**config.mk**
```make
export PLATFORM = sky130hd
export DESIGN_NAME = mips_timer
export DESIGN_NICKNAME = d
export VERILOG_FILES = /design/src/rtl/mips_timer_pkg.sv /design/src/rtl/mips_timer.sv
export SDC_FILE = /design/constraint.sdc
export NUM_CORES = 1
export LEC_CHECK = 0
export ABC_AREA = 1
export ABC_CLOCK_PERIOD_IN_PS = 1900
export CAP_MARGIN = 10
export CELL_PAD_IN_SITES_DETAIL_PLACEMENT = 0
export CELL_PAD_IN_SITES_GLOBAL_PLACEMENT = 1
export CORE_ASPECT_RATIO = 1.4
export CORE_MARGIN = 8
export CORE_UTILIZATION = 38
export CTS_BUF_LIST = sky130_fd_sc_hd__clkbuf_8
export CTS_CLUSTER_SIZE = 25
export DETAILED_ROUTE_END_ITERATION = 8
export PLACE_DENSITY_LB_ADDON = 0.1
export SYNTH_ARGS = -nofsm -noshare
export SYNTH_HDL_FRONTEND = slang
export SYNTH_SLANG_ARGS = --single-unit
```
**constraint.sdc**
```tcl
create_clock -name clk -period 1.9 [get_ports clk]
set_input_delay 0.475 -clock clk [delete_from_list [all_inputs] [get_ports clk]]
set_output_delay 0.475 -clock clk [all_outputs]
set_load 0.005 [all_outputs]
```
**src/rtl/mips_timer_pkg.sv**
```systemverilog
// Shared definitions for the memory-mapped MIPS timer: register offsets,
// CTRL bit positions, FSM state encoding, mode codes and the byte-lane
// merge used by partial stores.
package mips_timer_pkg;

  // Word offsets on the bridge (DM address bits [3:2])
  localparam logic [1:0] ADDR_CTRL   = 2'd0;
  localparam logic [1:0] ADDR_PRESET = 2'd1;
  localparam logic [1:0] ADDR_COUNT  = 2'd2;

  // CTRL register layout
  localparam int CTRL_EN      = 0;
  localparam int CTRL_MODE_LO = 1;
  localparam int CTRL_MODE_HI = 2;
  localparam int CTRL_IM      = 3;
  localparam int CTRL_W       = 4;

  // Mode codes; codes 2 and 3 fall back to one-shot behaviour
  localparam logic [1:0] MODE_ONESHOT  = 2'd0;
  localparam logic [1:0] MODE_PERIODIC = 2'd1;

  typedef enum logic [1:0] {
    IDLE = 2'd0,
    LOAD = 2'd1,
    CNT  = 2'd2,
    INT  = 2'd3
  } state_t;

  // Replace only the byte lanes whose enable is set
  function automatic logic [31:0] byte_merge(input logic [31:0] old_word,
                                             input logic [31:0] new_word,
                                             input logic [3:0]  byteen);
    logic [31:0] m;
    m = old_word;
    for (int i = 0; i < 4; i++) begin
      if (byteen[i]) m[8*i +: 8] = new_word[8*i +: 8];
    end
    return m;
  endfunction

endpackage

```
**src/rtl/mips_timer.sv**
```systemverilog
// 32-bit memory-mapped down-counter with one-shot and auto-reload modes.
// Reads are combinational on the bus; writes land at the clock edge.
// irq is the masked interrupt flag and feeds one HWInt line.
module mips_timer
  import mips_timer_pkg::*;
#(
  parameter int CNT_W = 32
) (
  input  logic        clk,
  input  logic        reset,
  input  logic        sel,
  input  logic [1:0]  addr,
  input  logic        we,
  input  logic [3:0]  byteen,
  input  logic [31:0] wdata,
  output logic [31:0] rdata,
  output logic        irq
);

  logic [CTRL_W-1:0] ctrl;
  logic [CNT_W-1:0]  preset;
  logic [CNT_W-1:0]  count;
  logic              irq_flag;
  state_t            state;

  logic [31:0] preset_ext;
  logic [31:0] count_ext;
  logic [31:0] reg_word;
  logic [31:0] merged;
  logic        wr_ctrl;
  logic        wr_preset;
  logic        ctrl_en;
  logic        periodic;

  // Zero-extend the counter registers onto the 32-bit bus
  always_comb begin
    preset_ext = '0;
    count_ext  = '0;
    preset_ext[CNT_W-1:0] = preset;
    count_ext[CNT_W-1:0]  = count;
  end

  // Register selected by addr; also the base word for partial stores
  always_comb begin
    reg_word = '0;
    case (addr)
      ADDR_CTRL:   reg_word = {{(32-CTRL_W){1'b0}}, ctrl};
      ADDR_PRESET: reg_word = preset_ext;
      ADDR_COUNT:  reg_word = count_ext;
      default:     reg_word = '0;
    endcase
  end

  assign rdata     = sel ? reg_word : 32'd0;
  assign merged    = byte_merge(reg_word, wdata, byteen);
  assign wr_ctrl   = sel & we & (addr == ADDR_CTRL);
  assign wr_preset = sel & we & (addr == ADDR_PRESET);
  assign ctrl_en   = ctrl[CTRL_EN];
  assign periodic  = (ctrl[CTRL_MODE_HI:CTRL_MODE_LO] == MODE_PERIODIC);
  assign irq       = ctrl[CTRL_IM] & irq_flag;

  // Counter FSM plus CPU register writes; later assignments win, so the
  // CPU CTRL write overrides the FSM clearing EN, and the FSM setting the
  // flag overrides a write-triggered clear.
  always_ff @(posedge clk) begin
    if (!reset) begin
      ctrl     <= '0;
      preset   <= '0;
      count    <= '0;
      irq_flag <= 1'b0;
      state    <= IDLE;
    end else begin
      if (wr_ctrl || wr_preset) irq_flag <= 1'b0;

      case (state)
        IDLE: begin
          if (ctrl_en) state <= LOAD;
        end
        LOAD: begin
          count <= preset;
          state <= CNT;
        end
        CNT: begin
          if (!ctrl_en) begin
            state <= IDLE;
          end else if (count != '0) begin
            count <= count - CNT_W'(1);
          end else begin
            irq_flag <= 1'b1;
            state    <= INT;
          end
        end
        INT: begin
          if (periodic) begin
            irq_flag <= 1'b0;
            state    <= LOAD;
          end else begin
            ctrl[CTRL_EN] <= 1'b0;
            state         <= IDLE;
          end
        end
        default: state <= IDLE;
      endcase

      if (wr_ctrl)   ctrl   <= merged[CTRL_W-1:0];
      if (wr_preset) preset <= merged[CNT_W-1:0];
    end
  end

endmodule

```
==> metrics.md <==
| Metric | Value |
|---|---|
| Worst r2r src | `count[7]$_SDFFE_PN0P_` |
| Clock-pin transition on the worst setup and hold timing paths | `0.09 ns` |
| Synth Flop Type | `dfxtp_1` |
| Initial antenna violation count | `0` |
| Die Span Y | `149 µm` |
| # placed instances | `1063` |
| H-tree Lvls | `3` |
| Crit path required time | `1.42 ns` |
| Grt peak-use layer | `met2` |
| Library cells used by synthesis | `31` |
| Register area share after synthesis | `0.297` |
| Largest net degree at the start of global routing | `40` |
| Ports | `75` |
| Tcrit/Tclk final | `1.01` |
| Final Max Tran Viols | `0` |
| RePlAce Congestion | `0.907` |
| Antenna cells | `0` |
| Syn Std Cell Area | `0.00479 mm²` |
| Post-DR wirelength/cell | `15.9 µm` |
| Crit. Startpoint | `addr[0]` |
| ANT nets after route | `0` |
| RSZ-0062 raised after global routing | `true` |
| Register bit total from synthesis | `71` |
| Setup tns final | `-0.0306 ns` |
| Iter 0 DRT Violations | `256` |
| Setup Viol. Count Final | `4` |
| CP max FO | `5` |
| Power Dens Cells | `562 mW/mm²` |
| Gr ovfl total | `0` |
| Hold Path Class | `flop to flop` |
| Hold Startpoint | `preset[24]$_SDFFE_PN0P_` |
| M2 GR Usage | `0.404` |
| Non-Filler Instances | `1102` |
| Clock Skews | `0.0118 ns` |
| DR pass1 iterations | `6` |
| Max-cap viol count | `0` |
| Syn_area_per_cell | `5.88 µm²` |
| Worst-margin pin slew | `0.323 ns` |
| Crit path arrival time | `1.45 ns` |
| Kind of critical path | `input port to output pin` |
| Maximum clock path buffer count | `2` |
| Nets | `992` |
| Area grow syn2layout | `47.2%` |
| CTS Buf Count | `9` |
| Clock Latency Late Sink | `0.37 ns` |
| Die W | `111 µm` |
| Hold Path Depth | `2` |
| Post-detail-place hpwl | `12.1 mm` |
| Final worst slack | `-0.0248 ns` |
| Clk root buf | `clkbuf_8` |
| Startpoint Class | `input port` |
| Cell row count | `48` |
| Leakage power total | `0.00315 µW` |
| CTS tree | `built` |
| Max VDD drop | `0.307 mV` |
| Relative slew slack | `0.784` |
| Worst slack, placed | `-0.811 ns` |
| Register-to-Register Path Depth | `11` |
| Max Fclk | `0.520 GHz` |
| Critical Path End Type | `output pin` |
| Initial Util | `0.389` |
| Final Hold Fails | `0` |
| Violated checks | `setup timing` |
| Vias per cell | `5.19` |
| Status | `complete, but fails checks` |
| Die footprint | `0.0165 mm²` |
| Vias in the first global route | `5916` |
| Met3 Usage GRT | `0.0330` |
| Clock Sinks | `71` |
| Vias | `5715` |
| Grt met1 use | `0.237` |
| Post-synth ARST share | `0` |
| Synth Net Count | `857` |
| Routed WL | `17.5 mm` |
| Buffers added on ports | `74` |
| Residual DRC | `0` |
| Total Routing Usage GR | `0.214` |
| First-pass GRT wire length | `29.3 mm` |
| Tmin final | `1.92 ns` |
| Yosys warns | `0` |
| CORE AREA | `0.0123 mm²` |
| EDFF count, synth | `0` |
| Share of layout cells above drive strength 1 | `0.224` |
| Post-synthesis cell count | `814` |
[stage by stage]
step | utilization | instance area, µm² | hold WS (ns) | total power, µW
5_1_grt | 0.572 | 7050 | 0.572 | 4170
6_report | 0.572 | 7050 | 0.529 | 3960
4_1_cts | 0.562 | 6920 | 0.526 | 3960
2_1_floorplan | - | 4790 | 0.464 | 2140
3_3_place_gp | 0.497 | 6120 | 0.484 | 2560
3_5_place_dp | 0.497 | 6120 | 0.486 | 2570
[flip-flops by register name (all words and copies together) (netlist names)]
| register | cells |
|---|---|
| preset | 32 |
| state | 2 |
| ctrl | 4 |
| irq_flag | 1 |
| count | 32 |
[per-layer routing]
metal  share of wire  vias up  wire (µm)
met4           0.018        0        309
met5               0        -          0
met2            0.54      109       9390
li1                -     2892          -
met1            0.42     2692       7320
met3           0.028       22        497
[cell usage in the layout, fill, tap and decap left out, drive strengths merged]
cell | Yosys | routed
a21oi | 41 | 41
a221oi | 28 | 28
a22oi | 1 | 1
buf | 11 | 120
bufinv | 0 | 1
clkbuf | 27 | 11
clkdlybuf4s15 | 0 | 1
clkdlybuf4s50 | 0 | 39
clkinv | 2 | 5
clkinvlp | 0 | 1
dfxtp | 71 | 71
dlygate4sd2 | 0 | 1
ha | 1 | 1
inv | 128 | 127
nand2 | 186 | 186
nand3 | 48 | 48
nand4 | 7 | 7
nor2 | 170 | 170
nor3 | 7 | 7
nor3b | 1 | 1
o211ai | 1 | 1
o21a | 1 | 1
o21ai | 50 | 50
o221ai | 3 | 3
o22ai | 28 | 28
xor2 | 2 | 2
[where the power goes]
group | internal, µW | switching, µW | total, µW
clock network | 624 | 619 | 1240
registers | 1530 | 34.4 | 1570
logic | 491 | 663 | 1150
total | 2650 | 1320 | 3960
[synthesized netlist by cell type, types with 2 or more instances]
| cell type | count | area share |
|---|---|---|
| nand2_1 | 182 | 0.14 |
| nor2_1 | 159 | 0.12 |
| inv_1 | 126 | 0.099 |
| dfxtp_1 | 71 | 0.30 |
| o21ai_0 | 49 | 0.051 |
| nand3_1 | 48 | 0.050 |
| a21oi_1 | 41 | 0.043 |
| a221oi_1 | 28 | 0.051 |
| o22ai_1 | 28 | 0.037 |
| clkbuf_1 | 27 | 0.021 |
| nor2_2 | 8 | 0.010 |
| nand4_1 | 7 | 0.0091 |
| nor3_1 | 7 | 0.0073 |
| buf_1 | 5 | 0.0039 |
| buf_6 | 4 | 0.0094 |
| o221ai_1 | 3 | 0.0055 |
| buf_2 | 2 | 0.0021 |
| clkinv_1 | 2 | 0.0016 |
| nand2_2 | 2 | 0.0026 |
| nand2_4 | 2 | 0.0047 |
| nor2_4 | 2 | 0.0047 |
| xor2_1 | 2 | 0.0037 |
[final timing paths]
| check | end | slack, ns |
|---|---|---|
| setup / recovery | rdata[12] | -0.02 |
| hold / removal | preset[24]$_SDFFE_PN0P_ | 0.53 |
| setup reg to reg | count[23]$_SDFFE_PN0P_ | 0.14 |
| hold reg to reg | preset[24]$_SDFFE_PN0P_ | 0.53 |
[final cells by class]
| class | instances | area (µm²) |
|---|---|---|
| clock buffer | 10 | 138 |
| clock inverter | 4 | 47.5 |
| multi-input combinational | 575 | 3230 |
| timing repair buffer | 162 | 1510 |
| inverter | 130 | 505 |
| tap | 150 | 188 |
| sequential | 71 | 1430 |
| fill | 1249 | 5260 |
[critical path: stages]
cell      delay (ns)
buf_12          0.11
clkinv_8        0.04
nand2_8         0.08
buf_16          0.16
buf_12          0.14
o22ai_4         0.18
inv_1           0.06
nor2_1          0.08
buf_2           0.12
[repair_timing]
item | CTS | global route
pin swaps | 10 | 18
hold buffers | 0 | 0
gates resized for setup | 230 | 37
gates cloned | 3 | 0
endpoints found under the setup margin | 60 | 62
setup buffers | 19 | 5
[kinds of logic after synthesis]
family,Yosys count,share of synthesized area
AOI/OAI and AO/OA,153,0.195
buffers and inverters,168,0.139
adders and majority gates,1,0.00261
xor gates and xnor gates,2,0.00366
DFF,71,0.297
and+or+nand+nor,419,0.362
Note: power is estimated with default switching activity, not from simulation.
